### src/rtl/duty_ramp_pkg.sv
// duty_ramp_pkg -- shared definitions for the duty-cycle ramp controller.
//   IDLE/UP/DOWN : state encodings used by the ramp FSM
//   state_t      : enumerated state type built on those encodings
package duty_ramp_pkg;

  localparam logic [1:0] IDLE = 2'd0;
  localparam logic [1:0] UP   = 2'd1;
  localparam logic [1:0] DOWN = 2'd2;

  typedef enum logic [1:0] {
    ST_IDLE = IDLE,
    ST_UP   = UP,
    ST_DOWN = DOWN
  } state_t;

endpackage

### src/rtl/period_timer.sv
// period_timer -- free-running PWM period counter.
//   clk          : rising-edge clock
//   reset        : synchronous, active-high
//   period_tick  : high while the counter is all-ones (the next edge wraps to 0)
//   period_start : registered, high while the counter equals 0
module period_timer
  import duty_ramp_pkg::*;
#(
  parameter int CTR_LEN = 8
) (
  input  logic clk,
  input  logic reset,
  output logic period_tick,
  output logic period_start
);

  logic [CTR_LEN-1:0] counter;

  assign period_tick = &counter;

  // period_start is the tick delayed one edge, so it lines up with counter == 0.
  always_ff @(posedge clk) begin
    if (reset) begin
      counter      <= '0;
      period_start <= 1'b0;
    end else begin
      counter      <= counter + 1'b1;
      period_start <= period_tick;
    end
  end

endmodule

### src/rtl/duty_ramp.sv
// duty_ramp -- ramps a PWM compare value toward a requested target in
// saturating steps, one step every (step_div+1) PWM periods.
//   clk, reset    : rising-edge clock, synchronous active-high reset
//   target        : requested final duty value
//   step_size     : duty increment per step (0 behaves as 1)
//   step_div      : extra PWM periods between steps
//   target_valid  : request strobe; target_ready : request accepted when both high
//   compare       : registered duty value for the downstream pwm
//   period_start  : registered pulse while the period counter is 0
//   busy          : ramp in progress (UP or DOWN)
//   done          : registered one-cycle pulse when a ramp completes
//
// state   | meaning
// IDLE    | waiting for a request; compare holds
// UP      | stepping compare upward toward target_l
// DOWN    | stepping compare downward toward target_l
module duty_ramp
  import duty_ramp_pkg::*;
#(
  parameter int CTR_LEN = 8,
  parameter int DIV_LEN = 16
) (
  input  logic               clk,
  input  logic               reset,
  input  logic [CTR_LEN-1:0] target,
  input  logic [CTR_LEN-1:0] step_size,
  input  logic [DIV_LEN-1:0] step_div,
  input  logic               target_valid,
  output logic               target_ready,
  output logic [CTR_LEN-1:0] compare,
  output logic               period_start,
  output logic               busy,
  output logic               done
);

  state_t             state;
  logic [CTR_LEN-1:0] target_l;
  logic [CTR_LEN-1:0] step_l;
  logic [DIV_LEN-1:0] step_div_l;
  logic [DIV_LEN-1:0] div_cnt;
  logic               period_tick;

  logic [CTR_LEN:0]   up_sum;
  logic [CTR_LEN:0]   down_diff;
  logic [CTR_LEN-1:0] up_next;
  logic [CTR_LEN-1:0] down_next;

  period_timer #(.CTR_LEN(CTR_LEN)) u_period_timer (
    .clk          (clk),
    .reset        (reset),
    .period_tick  (period_tick),
    .period_start (period_start)
  );

  assign target_ready = (state == ST_IDLE) && !reset;
  assign busy         = (state == ST_UP) || (state == ST_DOWN);

  // One extra bit catches carry/borrow so the result clamps instead of wrapping.
  always_comb begin
    up_sum    = {1'b0, compare} + {1'b0, step_l};
    down_diff = {1'b0, compare} - {1'b0, step_l};
    up_next   = compare;
    down_next = compare;
    if (up_sum > {1'b0, target_l}) up_next = target_l;
    else                           up_next = up_sum[CTR_LEN-1:0];
    if (down_diff[CTR_LEN] || (down_diff[CTR_LEN-1:0] < target_l)) down_next = target_l;
    else                                                           down_next = down_diff[CTR_LEN-1:0];
  end

  always_ff @(posedge clk) begin
    if (reset) begin
      state      <= ST_IDLE;
      compare    <= '0;
      target_l   <= '0;
      step_l     <= '0;
      step_div_l <= '0;
      div_cnt    <= '0;
      done       <= 1'b0;
    end else begin
      done <= 1'b0;
      case (state)
        ST_IDLE: begin
          if (target_valid) begin
            target_l   <= target;
            step_l     <= (step_size == '0) ? {{(CTR_LEN-1){1'b0}}, 1'b1} : step_size;
            step_div_l <= step_div;
            div_cnt    <= '0;
            if (target > compare)      state <= ST_UP;
            else if (target < compare) state <= ST_DOWN;
            else                       done  <= 1'b1;
          end
        end
        ST_UP: begin
          // Steps land only on the wrap edge so each PWM period sees one duty value.
          if (period_tick) begin
            if (div_cnt == step_div_l) begin
              div_cnt <= '0;
              compare <= up_next;
              if (up_next == target_l) begin
                state <= ST_IDLE;
                done  <= 1'b1;
              end
            end else begin
              div_cnt <= div_cnt + 1'b1;
            end
          end
        end
        ST_DOWN: begin
          if (period_tick) begin
            if (div_cnt == step_div_l) begin
              div_cnt <= '0;
              compare <= down_next;
              if (down_next == target_l) begin
                state <= ST_IDLE;
                done  <= 1'b1;
              end
            end else begin
              div_cnt <= div_cnt + 1'b1;
            end
          end
        end
        default: state <= ST_IDLE;
      endcase
    end
  end

endmodule

### config.mk
export PLATFORM = sky130hd
export DESIGN_NAME = duty_ramp
export DESIGN_NICKNAME = d
export VERILOG_FILES = /design/src/rtl/duty_ramp_pkg.sv /design/src/rtl/period_timer.sv /design/src/rtl/duty_ramp.sv
export SDC_FILE = /design/constraint.sdc
export NUM_CORES = 1
export LEC_CHECK = 0
export ABC_AREA = 1
export BUFFER_PORTS_ARGS = -buffer_cell sky130_fd_sc_hd__buf_2
export CAP_MARGIN = 20
export CELL_PAD_IN_SITES_DETAIL_PLACEMENT = 2
export CELL_PAD_IN_SITES_GLOBAL_PLACEMENT = 2
export CORE_ASPECT_RATIO = 0.7
export CORE_MARGIN = 2
export CORE_UTILIZATION = 34
export DETAILED_ROUTE_END_ITERATION = 16
export PLACE_DENSITY = 0.87
export RECOVER_POWER = 50
export SLEW_MARGIN = 20
export SYNTH_ARGS = -nofsm -noshare
export SYNTH_HDL_FRONTEND = slang
export SYNTH_SLANG_ARGS = --single-unit
### constraint.sdc
create_clock -name clk -period 3.1 [get_ports clk]
set_input_delay 0 -clock clk [delete_from_list [all_inputs] [get_ports clk]]
set_output_delay 0 -clock clk [all_outputs]
set_load 0.1 [all_outputs]
-- Word level (Yosys, flattened, before mapping)
Index checks and enable logic that the tools add are counted.
Widths: inputs -> output; s select.
- input bits: 35
- word-level logic and storage cells: 77
- bits in registers: 68
- output and inout port bits: 12
- reduce and logical (&&, ||, !) cells: 14
- muxes and demuxes: 32
- add/subtract/negate cells: 4
- equal/unequal tests: 14
- magnitude comparators: 4
- operators with widths (kind ; count):
    $mux 8 ; 7
    $mux 16 ; 3
    $pmux 16 s2 ; 1
    $mux 2 ; 9
    $add 16x1->16 const B ; 1
    $eq 16x16->1 ; 1
    $eq 8x8->1 ; 2
    $lt 8x8->1 ; 2
    $pmux 8 s2 ; 1
    $reduce_and 8->1 ; 2
    $ne 2x1->1 const B ; 5
    $add 8x8->9 ; 1
    $gt 9x8->1 ; 1
    $mux 1 ; 9
    $sub 8x8->9 ; 1
    $add 8x1->8 const B ; 1
    $gt 8x8->1 ; 1
    $logic_not 8->1 ; 1
    $ne 2x2->1 const B ; 3
    $pmux 2 s3 ; 1
    $reduce_and 5->1 ; 1
    $reduce_bool 2->1 ; 2
    $ne 3x1->1 const B ; 1
    $pmux 1 s3 ; 1
    9 further kinds ; 10

-- Depth between registers and ports, before layout
Gate-level depths: netlist of the first run.
- word-level depth: 9
- depth in mapped cells: 27
- mapped depth without buffers: 26

-- Cells and area by module
A second synthesis of the first run with hierarchy kept.
- cells, all modules: 700
- area total of the unflattened synthesis: 4878.4 sq um
- modules (own cells, without submodules) (module ; seq. area each (sq um) ; area each (sq um) ; cells each ; times used):
    duty_ramp ; 1181.1 ; 4515.6 ; 650 ; 1
    period_timer ; 180.2 ; 362.8 ; 50 ; 1

-- Least setup slack after synthesis of the first run
No wires, ideal clock.
- kind: register to register
- start: register compare[6]
- end: register state[0]
- period minus slack after synthesis: 3507 ps
- path buffers: 2
- arrival: 3392 ps
- stages on the path, launching flop included: 22
- required time: 2985 ps
- setup slack: -407 ps
- setup time: 115 ps
- path through: dfxtp_1 > ha_1 > buf_6 > nand2_1 > inv_1 > a21oi_2 > nand2_1 > nand2_1 > nand2_2 > ha_1 > a21oi_1 > o21a_1 > nand2_2 > buf_6 > nand4_1 > nand2_1 > nor2_1 > nand3_1 > a21oi_2 > nand3_1 > nand2_1 > nor2_1
- word-level cells in the longest chain between the ends: 7
- elaborated cells between the ends (all ways): 18
- those cells by class: add/sub (2); order compare (4); eq/ne (5); mux (5); reduce/logical (2)
- ends and longest elaborated chain (element ; line ; source):
    from (decl) ; duty_ramp.sv:30 ; output logic [CTR_LEN-1:0] compare,
    from (signal assigned) ; duty_ramp.sv:98 ; compare <= up_next;
    from (signal assigned) ; duty_ramp.sv:112 ; compare <= down_next;
    $sub 8x8->9 ; duty_ramp.sv:61 ; down_diff = {1'b0, compare} - {1'b0, step_l};
    $lt 8x8->1 ; duty_ramp.sv:66 ; if (down_diff[CTR_LEN] || (down_diff[CTR_LEN-1:0] < target_l)) down_next = target_l;
    $logic_or 1x1->1 ; duty_ramp.sv:66 ;
    $mux 8 ; duty_ramp.sv:66 ;
    $eq 8x8->1 ; duty_ramp.sv:113 ; if (down_next == target_l) begin
    $ne 2x1->1 (no source line) ; -- ;
    $reduce_and 8->1 (no source line) ; -- ;
    to (signal assigned) ; duty_ramp.sv:72 ; state <= ST_IDLE;
    to (signal assigned) ; duty_ramp.sv:114 ; state <= ST_IDLE;
    to (signal assigned) ; duty_ramp.sv:122 ; default: state <= ST_IDLE;
    to (decl) ; duty_ramp.sv:36 ; state_t state;
Several ways; a longest one is shown, not always the timed one. The select of a mux whose other input is x is not followed.
A chain may end at the register's enable or synchronous reset.

-- Worst setup path in the final report of the first run
- start: register step_l[2]
- end: register compare[3]
- word-level cells in the longest chain between the ends: 7
- elaborated cells between the ends (all ways): 12
- those cells by class: add/sub (2); order compare (2); mux (7); reduce/logical (1)
- ends and longest elaborated chain (element ; line ; source):
    from (decl) ; duty_ramp.sv:38 ; logic [CTR_LEN-1:0] step_l;
    from (signal assigned) ; duty_ramp.sv:85 ; step_l <= (step_size == '0) ? {{(CTR_LEN-1){1'b0}}, 1'b1} : step_size;
    $sub 8x8->9 ; duty_ramp.sv:61 ;
    $lt 8x8->1 ; duty_ramp.sv:66 ;
    $logic_or 1x1->1 ; duty_ramp.sv:66 ;
    $mux 8 ; duty_ramp.sv:66 ;
    $mux 8 ; duty_ramp.sv:110 ; if (div_cnt == step_div_l) begin
    $mux 8 ; duty_ramp.sv:109 ; if (period_tick) begin
    $pmux 8 s2 * ; duty_ramp.sv:81 ; case (state)
Every way passes the cells marked *; elsewhere a longest branch is shown, timed or not. The select of a mux whose other input is x is not followed.

==> impl_metrics.csv, run 1 <==
group,metric,value,unit
pwr,power.density,1460,nW/µm²
route,first_pass_iters,4,
timing,period_share,1.10,
critical_path,r2r_slack,-0.30,ns
cts,insertion_delay,0.35,ns
route,viasPerCell,6.00,
pwr,p_leak,3.30,nW
timing,slew_headroom,0.202,
timing,rsz0062_at_grt,"yes",
synthesis,synthCells,709,
route,routedWlPerCell,31.6,µm
floorplanning,num_rows,36,
critical_path,cp_num_buf_inv,6,
critical_path,crit_family,"simple AND/OR/NAND/NOR gates",
pwr,p_switching,5.96,mW
synthesis,syn_nets,791,
floorplanning,die_area,15600,µm²
critical_path,critical_path_class,"reg2reg",
critical_path,end_kind,"flip-flop",
cts,cts_buffers,9,
run_status,status,"complete, but fails checks",
synthesis,ys_seq_area_frac,0.275,
pwr,p_total,10.8,mW
timing,layout_setup_ws,-0.297,ns
grt,grt_usage,0.343,
final_layout,area_growth_syn_to_layout,49.6,%
timing,fin_tns_setup,-2.20,ns
synthesis,yosysUniqueCellTypes,45,
timing,fmax,294,MHz
timing,finalCriticalPeriod,3.40,ns
floorplanning,ios,47,
run_status,failed_checks,"negative hold slack, negative setup slack",
final_layout,finish.instance_area,7400,µm²
route,dr_total_vias,6314,
timing,tightest_slew,1.20,ns
place,place_ws,-0.413,ns
place,hpwl,16.2,mm
pwr,intPower,4.84,mW
place,placedCellCount,974,
critical_path,startpoint_type,"flip-flop",
pwr,sw_frac_of_total,0.552,
route,drt-initial-drc-count,531,
cts,cts_sinks,68,
floorplanning,die_h,105,µm
job,drv_cap,0,
pwr,seqPwrFrac,0.114,
critical_path,cp_slowest_cell,"dfxtp_2",
pwr,comb_power_share,0.779,
critical_path,cp_cell_sequence,"inv_2, ha_4, buf_6, buf_6, nand2_4, nor2_4, nand2_2, nand3_2, nand2_1, nand2_2, ha_4, a21oi_4, o21a_4, nand2_8, buf_12, nand2_8, nor2_1, a211oi_1, a21oi_1, o21ai_1, buf_4, inv_1",
cts,clk_pin_slew,0.07,ns
route,ant_nets,0,
synthesis,synth_area,4950,µm²
timing,setup_viol,12,
final_layout,drive_gt1_frac,0.368,
synthesis,ys_seq_elements,68,
final_layout,final_util,0.527,
place,postPlaceCellArea,5680,µm²
place,io_buffer_count,46,
final_layout,register_area,1390,µm²
timing,hold_ws,-0.0125,ns
final_layout,final_common_cell,"nand2_1",
synthesis,ys_warn_count,0,
timing,finalMaxSlewViolations,0,
floorplanning,die_x,148,µm
grt,grt_pass1_vias,6587,
grt,grt_max_degree,50,
cts,root_buffer,"clkbuf_16",
timing,final-hold-violation-count,1,
final_layout,nets,939,
critical_path,critical-path-max-stage-delay,0.34,ns
timing,skew,0.0110,ns
cts,clockBufferDepth,2,
critical_path,cp_data_arrival_time,3.64,ns
grt,grt_pass1_wl,40.0,mm
floorplanning,initial_core_util,0.352,
floorplanning,coreArea,14100,µm²
grt,antenna_found_initial,2,
route,drc,0,
final_layout,nFillCells,1560,
place,gp_congestion,0.929,
final_layout,multi_input_area,3890,µm²
critical_path,worstPathMaxFanout,7,
grt,grt-ovfl-total,0,
pwr,peakVddDrop,0.000664,V
final_layout,fin_cells,1053,
critical_path,cp.required,3.35,ns
pwr,p_clk_frac,0.107,
cts,cts_tree,"done",
cts,htree_levels,3,
route,wl,33.3,mm
hold_path,hold_class,"in2reg",
synthesis,avgSynthCellArea,6.98,µm²
final_layout,final_cell_mix,"nand2_1 (91), buf_4 (82), inv_1 (75)",
==> final cells by class <==
| cell class | count | area share |
|---|---|---|
| Tap cell | 190 | 0.0321 |
| Sequential cell | 68 | 0.188 |
| Timing Repair Buffer | 160 | 0.159 |
| Clock buffer | 9 | 0.0304 |
| Inverter | 99 | 0.0529 |
| Multi-Input combinational cell | 519 | 0.526 |
| Antenna cell | 1 | 0.000338 |
| Clock inverter | 7 | 0.0110 |
==> sequential cells by signal, indices dropped and copies added (netlist names) <==
register	flops
u_period_timer.counter	8
u_period_timer.period_start	1
step_div_l	16
done	1
div_cnt	16
state	2
target_l	8
compare	8
step_l	8
==> Yosys cell counts, drive strengths merged <==
cell | instances | area (µm²)
nor2 | 76 | 293
nand4 | 28 | 175
inv | 97 | 364
xor2 | 11 | 104
clkbuf | 11 | 41.3
buf | 13 | 114
nand3 | 27 | 140
xnor2 | 15 | 131
o211ai | 10 | 75.1
o211a | 1 | 10.0
o21ai | 59 | 295
nand2 | 146 | 593
fa | 2 | 40.0
o31ai | 1 | 7.51
a21boi | 1 | 11.3
ha | 45 | 563
o21a | 2 | 16.3
nor3 | 10 | 60.1
dfxtp | 68 | 1360
o2111ai | 2 | 17.5
a31oi | 5 | 31.3
nor4 | 3 | 33.8
a221oi | 2 | 17.5
a21oi | 62 | 344
xnor3 | 2 | 45.0
nor3b | 1 | 7.51
a21o | 1 | 7.51
or2 | 3 | 18.8
clkinv | 2 | 7.51
a211oi | 3 | 22.5
==> kinds of logic (layout without fill, tap and decap cells) <==
group,Yosys count,count (layout),share of synthesized area
AND/OR/NAND/NOR,294,295,0.267
AO/OA/AOI/OAI,149,149,0.173
buffers and inverters,123,275,0.106
flip-flops,68,68,0.275
adder cells (fa/ha/maj),47,47,0.122
XOR/XNOR,28,28,0.0566
other,0,1,0
==> layer usage <==
layer / part of all wire / global-route usage
met5: 0 / 0
met2: 0.49 / 0.586
met4: 0.047 / 0.159
met3: 0.067 / 0.0725
met1: 0.40 / 0.412
==> worst min-delay path, stage by stage <==
cell	delay [ns]
buf_2	0.10
o21ai_0	0.09
nor2_1	0.11
==> power by group through the flow <==
| stage | clock (mW) | sequential (mW) | combinational (mW) |
|---|---|---|---|
| 2_1_floorplan | 0 | 1.37 | 2.93 |
| 3_3_place_gp | 0 | 1.17 | 4.48 |
| 3_5_place_dp | 0 | 1.19 | 4.86 |
| 4_1_cts | 1.12 | 1.19 | 5.73 |
| 5_1_grt | 1.17 | 1.24 | 8.66 |
| 6_report | 1.15 | 1.24 | 8.41 |
==> repair_timing <==
| item | 4_1_cts | 5_1_grt |
|---|---|---|
| hold buffers | 18 | 0 |
| gates cloned | 1 | 0 |
| hold endpoints to repair | 18 | 0 |
| resized for setup | 83 | 121 |
| setup endpoints to repair | 11 | 17 |
| buffers inserted | 14 | 30 |
| pin swaps | 26 | 60 |
==> final timing paths <==
kind                                                            from                                   end  cells after the start
worst max-delay path                          step_l[2]$_SDFFE_PP0P_               compare[3]$_SDFFE_PP0P_                     22
worst min-delay path                                     step_div[7]            step_div_l[7]$_SDFFE_PP0P_                      3
worst max register to register                step_l[2]$_SDFFE_PP0P_               compare[3]$_SDFFE_PP0P_                     22
worst min register to register  u_period_timer.counter[0]$_SDFF_PP0_  u_period_timer.counter[0]$_SDFF_PP0_                      1
Power figures use the tool's default switching activity.
==> run 2, diff against run 1 <==
==> constraint.sdc (replaced) <==
create_clock -name clk -period 3.38 [get_ports clk]
set_input_delay 0 -clock clk [delete_from_list [all_inputs] [get_ports clk]]
set_output_delay 0 -clock clk [all_outputs]
set_load 0.1 [all_outputs]
==> run 2 against run 1 <==
Effect of this change: the run still ends with negative hold slack, negative setup slack left; design area is 16% lower; total power is 34% lower; worst setup slack better by 0.23 ns; via count is 11% lower; maximum frequency is 1.5% lower; clock power is 17% lower; utilization is 8.3 points lower; count of clock-buffer cells in the layout is 2 higher; non-clock buffer count is 67 lower; sequential power is 9.7% lower; sequential cell count stayed put.
==> impl_metrics.csv, run 2 (same netlist as run 1, synthesis figures left out) <==
group,metric,value,unit
run_status,status,"complete, but fails checks",
timing,final-hold-violation-count,1,
route,viasPerCell,5.71,
cts,htree_levels,3,
timing,slew_headroom,0.187,
grt,antenna_found_initial,0,
final_layout,diodes,0,
timing,finalCriticalPeriod,3.45,ns
place,gp_congestion,0.975,
route,wl,24.4,mm
pwr,seqPwrFrac,0.158,
job,drv_cap,0,
route,drt-initial-drc-count,409,
cts,clk_pin_slew,0.06,ns
run_status,failed_checks,"negative hold slack, negative setup slack",
final_layout,nets,873,
grt,grt-ovfl-total,0,
timing,skew,0.0107,ns
timing,layout_setup_ws,-0.0675,ns
cts,cts_buffers,9,
pwr,peakVddDrop,0.000425,V
final_layout,area_growth_syn_to_layout,26.0,%
route,routedWlPerCell,24.7,µm
place,io_buffer_count,46,
final_layout,final_cell_mix,"nand2_1 (118), inv_1 (84), nor2_1 (68)",
timing,hold_ws,-0.00246,ns
timing,tightest_slew,1.22,ns
critical_path,startpoint_type,"flip-flop",
final_layout,finish.instance_area,6240,µm²
critical_path,cp.required,3.65,ns
place,postPlaceCellArea,5440,µm²
timing,finalMaxSlewViolations,0,
final_layout,fin_cells,986,
critical_path,cp_data_arrival_time,3.72,ns
floorplanning,die_area,15600,µm²
final_layout,top_regs,"div_cnt (16), step_div_l (16)",
pwr,p_leak,2.82,nW
critical_path,critical_path_class,"reg2reg",
route,dr_total_vias,5626,
pwr,power.density,1140,nW/µm²
cts,root_buffer,"clkbuf_16",
final_layout,final_common_cell,"nand2_1",
floorplanning,die_h,105,µm
final_layout,register_area,1380,µm²
pwr,intPower,3.09,mW
route,drc,0,
floorplanning,ios,47,
cts,cts_tree,"done",
grt,grt_usage,0.295,
timing,fmax,290,MHz
pwr,comb_power_share,0.708,
route,ant_nets,0,
cts,cts_sinks,68,
grt,grt_pass1_wl,34.8,mm
grt,grt_pass1_vias,5988,
route,first_pass_iters,5,
final_layout,final_util,0.444,
timing,period_share,1.02,
floorplanning,die_x,148,µm
pwr,p_clk_frac,0.134,
timing,setup_viol,2,
floorplanning,num_rows,36,
floorplanning,initial_core_util,0.352,
critical_path,end_kind,"flip-flop",
final_layout,multi_input_area,3340,µm²
pwr,p_total,7.11,mW
hold_path,hold_class,"in2reg",
place,placedCellCount,944,
pwr,sw_frac_of_total,0.565,
final_layout,nFillCells,1655,
cts,clockBufferDepth,2,
floorplanning,coreArea,14100,µm²
place,hpwl,15.4,mm
pwr,p_switching,4.02,mW
cts,insertion_delay,0.34,ns
final_layout,drive_gt1_frac,0.222,
grt,grt_max_degree,50,
critical_path,worstPathMaxFanout,7,
==> run 2: cell types whose count changed in the layout (fill, tap and decap cells not counted), sizes merged <==
cell    previous run  this run
nand2            147       148
buf              130        64
clkinv             2         5
inv              102        97
clkbuf            21        22
diode              1         0
==> run 2: worst max-delay path, stage by stage (launching register included) <==
cell and delay, ns:
dfxtp_1 0.36, inv_1 0.11, ha_4 0.36, inv_2 0.07, a21oi_2 0.20, nand2_4 0.12, a21oi_4 0.17, inv_1 0.08
nand2_1 0.11, nand2_2 0.11, inv_2 0.09, ha_1 0.22, nand2_1 0.06, inv_1 0.06, nand2_1 0.08, nand2_1 0.06
nand2_1 0.07, nand2_1 0.06, nand2_2 0.14, nand2_4 0.10, nor3_4 0.18, nor2_2 0.07, nand2_2 0.11, nand2_4 0.08
nand3_1 0.09, nand2_1 0.10, nor2_1 0.13
==> run 2: repair_timing <==
action,in CTS,in global routing
setup endpoints to repair,8,11
gates resized for setup,11,59
endpoints found under the hold margin,18,0
pin swaps,2,22
hold buffers,18,0
buffers inserted,0,6
cloned,0,2
==> run 2: final timing paths <==
| path | to | startpoint | slack (ns) | depth (start not counted) |
|---|---|---|---|---|
| worst max-delay path | state[0]$_SDFFE_PP0P_ | step_l[2]$_SDFFE_PP0P_ | -0.07 | 26 |
| worst min-delay path | target_l[1]$_SDFFE_PP0P_ | target[1] | -0.002 | 3 |
| worst max register to register | state[0]$_SDFFE_PP0P_ | step_l[2]$_SDFFE_PP0P_ | -0.07 | 26 |
| worst min register to register | u_period_timer.counter[0]$_SDFF_PP0_ | u_period_timer.counter[0]$_SDFF_PP0_ | 0.50 | 1 |
==> run 2: power groups by stage <==
| stage | combinational (mW) | clock, mW | sequential [mW] |
|---|---|---|---|
| after global placement | 3.77 | 0 | 1.09 |
| after global routing | 5.34 | 1.00 | 1.13 |
| after CTS | 4.30 | 0.943 | 1.10 |
| after floorplan | 2.69 | 0 | 1.25 |
| after detailed placement | 4.01 | 0 | 1.10 |
| final | 5.03 | 0.952 | 1.12 |
==> run 2: layer usage <==
metal | track usage | vias up | part of all wire
met2 | 0.493 | 247 | 0.46
met4 | 0.0694 | 0 | 0.026
met5 | 0 | - | 0
met1 | 0.383 | 2812 | 0.45
li1 | - | 2512 | -
met3 | 0.0725 | 55 | 0.060
==> run 2: area by class of cell <==
class / count / area share
clock inverters: 5 / 0.00843
repair buffers: 93 / 0.0997
inverters: 99 / 0.0604
clock buffers: 11 / 0.0373
multi-input cells: 520 / 0.535
flip-flops and latches: 68 / 0.221
well taps: 190 / 0.0381
==> run 2: stage by stage <==
stage	setup TNS, ns	worst slack, ns
finish	-0.114	-0.0675
global route	-0.959	-0.227
CTS	0	0.00621
detailed placement	-0.554	-0.152
global placement	-0.0278	-0.0278
floorplan	0	0.122
==> run 3, diff against run 2 <==
--- a/config.mk
+++ b/config.mk
@@ -12,9 +12,9 @@
 export CELL_PAD_IN_SITES_GLOBAL_PLACEMENT = 2
 export CORE_ASPECT_RATIO = 0.7
 export CORE_MARGIN = 2
-export CORE_UTILIZATION = 34
+export CORE_UTILIZATION = 30
 export DETAILED_ROUTE_END_ITERATION = 16
-export PLACE_DENSITY = 0.87
+export PLACE_DENSITY = 0.78
 export RECOVER_POWER = 50
 export SLEW_MARGIN = 20
 export SYNTH_ARGS = -nofsm -noshare
==> run 3 against run 2 <==
Effect of this change: the flow finishes with violations (negative hold slack); die area grew 13%; count of clock-buffer cells in the layout grew 1; combinational power grew 3%; critical path type unchanged; highest routed layer unchanged.
==> impl_metrics.csv, run 3 (same netlist as run 1, synthesis figures left out) <==
group,metric,value,unit
final_layout,final_util,0.395,
pwr,p_total,7.30,mW
critical_path,critical-path-max-stage-delay,0.47,ns
grt,grt_max_degree,50,
critical_path,worstPathMaxFanout,7,
timing,final-hold-violation-count,2,
cts,htree_levels,3,
cts,cts_sinks,68,
final_layout,area_growth_syn_to_layout,29.6,%
final_layout,top_regs,"div_cnt (16), step_div_l (16)",
final_layout,final_cell_mix,"nand2_1 (112), inv_1 (86), nor2_1 (70)",
grt,grt-ovfl-total,0,
critical_path,startpoint_type,"flip-flop",
critical_path,crit_family,"adder cells",
critical_path,r2r_slack,0.01,ns
floorplanning,die_x,158,µm
timing,fmax,297,MHz
cts,clockBufferDepth,2,
cts,clk_pin_slew,0.07,ns
cts,root_buffer,"clkbuf_16",
hold_path,whs_endpoint,"step_div_l[9]$_SDFFE_PP0P_",
timing,finalCriticalPeriod,3.37,ns
route,drt-initial-drc-count,238,
place,io_buffer_count,46,
pwr,seqPwrFrac,0.151,
cts,cts_tree,"done",
floorplanning,die_h,111,µm
critical_path,critical_path_class,"reg2reg",
critical_path,end_kind,"flip-flop",
critical_path,cp_cell_sequence,"inv_2, ha_2, inv_2, fa_2, nand2_2, nand3_2, nand2_2, inv_2, ha_2, nand2_1, nor2_1, nand2_2, nand2_4, nand2_2, inv_1, o21ai_0, a21oi_1, a21oi_1, o21ai_1, inv_1",
critical_path,cp_slowest_cell,"fa_2",
floorplanning,die_area,17600,µm²
pwr,p_leak,2.85,nW
hold_path,hold_depth,3,
route,dr_total_vias,5348,
hold_path,hold_class,"in2reg",
route,wl,21.7,mm
final_layout,diodes,0,
pwr,power.density,1140,nW/µm²
critical_path,cp.required,3.62,ns
grt,antenna_found_initial,0,
hold_path,hold_start,"step_div[9]",
pwr,sw_frac_of_total,0.537,
floorplanning,ios,47,
route,first_pass_iters,4,
run_status,status,"complete, but fails checks",
critical_path,cp_data_arrival_time,3.61,ns
pwr,intPower,3.38,mW
grt,grt_pass1_wl,31.4,mm
critical_path,reg2reg_depth,20,
route,ant_nets,0,
timing,setup_viol,0,
route,routedWlPerCell,21.1,µm
place,hpwl,14.8,mm
pwr,p_switching,3.92,mW
final_layout,drive_gt1_frac,0.231,
pwr,peakVddDrop,0.000380,V
route,viasPerCell,5.21,
timing,slew_headroom,0.208,
critical_path,worstReg2RegEnd,"compare[7]$_SDFFE_PP0P_",
final_layout,fin_cells,1027,
final_layout,final_common_cell,"nand2_1",
critical_path,cp_num_buf_inv,5,
run_status,failed_checks,"negative hold slack",
cts,cts_buffers,9,
timing,layout_setup_ws,0.0146,ns
timing,fin_tns_setup,0,ns
cts,insertion_delay,0.36,ns
floorplanning,num_rows,39,
floorplanning,initial_core_util,0.305,
timing,hold_ws,-0.0175,ns
job,drv_cap,0,
floorplanning,coreArea,16200,µm²
timing,tightest_slew,1.19,ns
place,place_ws,-0.160,ns
place,gp_congestion,0.942,
timing,finalMaxSlewViolations,0,
route,drc,0,
pwr,comb_power_share,0.708,
critical_path,r2r-start,"compare[0]$_SDFFE_PP0P_",
timing,period_share,0.996,
grt,grt_pass1_vias,5752,
pwr,p_clk_frac,0.141,
timing,skew,0.0141,ns
final_layout,nets,880,
place,placedCellCount,971,
critical_path,timing.critical_path.mode_cell,"nand2_2",
grt,grt_usage,0.233,
-- run 3: changes by cell type in the layout (fill, tap and decap cells not counted), sizes merged --
cell         previous run  this run
buf                    64        66
clkbuf                 22        24
clkinv                  5         2
clkinvlp                1         2
dlygate4sd3            18        23
nand2                 148       147
-- run 3: worst max path at each step --
stage,end,start,depth (start not counted)
global route,state[1]$_SDFFE_PP0P_,compare[0]$_SDFFE_PP0P_,23
CTS,compare[1]$_SDFFE_PP0P_,compare[0]$_SDFFE_PP0P_,18
floorplan,state[0]$_SDFFE_PP0P_,compare[7]$_SDFFE_PP0P_,18
finish,compare[7]$_SDFFE_PP0P_,compare[0]$_SDFFE_PP0P_,20
global placement,compare[7]$_SDFFE_PP0P_,compare[0]$_SDFFE_PP0P_,19
detailed placement,compare[7]$_SDFFE_PP0P_,compare[0]$_SDFFE_PP0P_,19
-- run 3: per-stage QoR --
step | hold WS (ns) | instance area [µm²]
2_1_floorplan | 0.126 | 4960
3_3_place_gp | 0.230 | 5430
3_5_place_dp | 0.254 | 5430
4_1_cts | 0.00111 | 6030
5_1_grt | 0.0203 | 6410
6_report | -0.0175 | 6410
-- run 3: final cells by class --
type / instances / area, µm²
Clock inverter: 3 / 45.0
Tap cell: 225 / 282
Multi-Input combinational cell: 519 / 3360
Timing Repair Buffer: 101 / 706
Sequential cell: 68 / 1380
Inverter: 99 / 372
Clock buffer: 12 / 267
Fill cell: 1867 / 9830
-- run 3: metal layers --
layer | global-route usage | wire, µm | vias to the layer above
met1 | 0.312 | 9710 | 2667
met5 | 0 | 0 | -
met4 | 0.0576 | 580 | 0
li1 | - | - | 2513
met3 | 0.0448 | 1190 | 46
met2 | 0.386 | 10200 | 122
-- run 3: power by group through the flow --
| stage | combinational, mW | sequential [mW] | clock [mW] |
|---|---|---|---|
| after CTS | 4.23 | 1.08 | 1.03 |
| after detailed placement | 3.94 | 1.10 | 0 |
| after floorplan | 2.69 | 1.25 | 0 |
| final | 5.17 | 1.10 | 1.03 |
| after global placement | 3.71 | 1.09 | 0 |
| after global routing | 5.59 | 1.12 | 1.09 |
-- run 3: timing repair --
action / 4_1_cts / 5_1_grt
setup buffers: 2 / 16
hold buffers: 23 / 0
cloned: 1 / 0
gates resized for setup: 10 / 69
pin swaps: 2 / 27
endpoints found under the setup margin: 9 / 11
endpoints found under the hold margin: 23 / 0
-- run 3: worst register-to-register path, delay by kind of cell (launching register included) --
family	cells	cell delay [ns]
AND/OR/NAND/NOR	8	0.89
buffers and inverters	5	0.45
AO/OA/AOI/OAI	4	0.60
flip-flops	1	0.36
adder cells (fa/ha/maj)	3	0.95
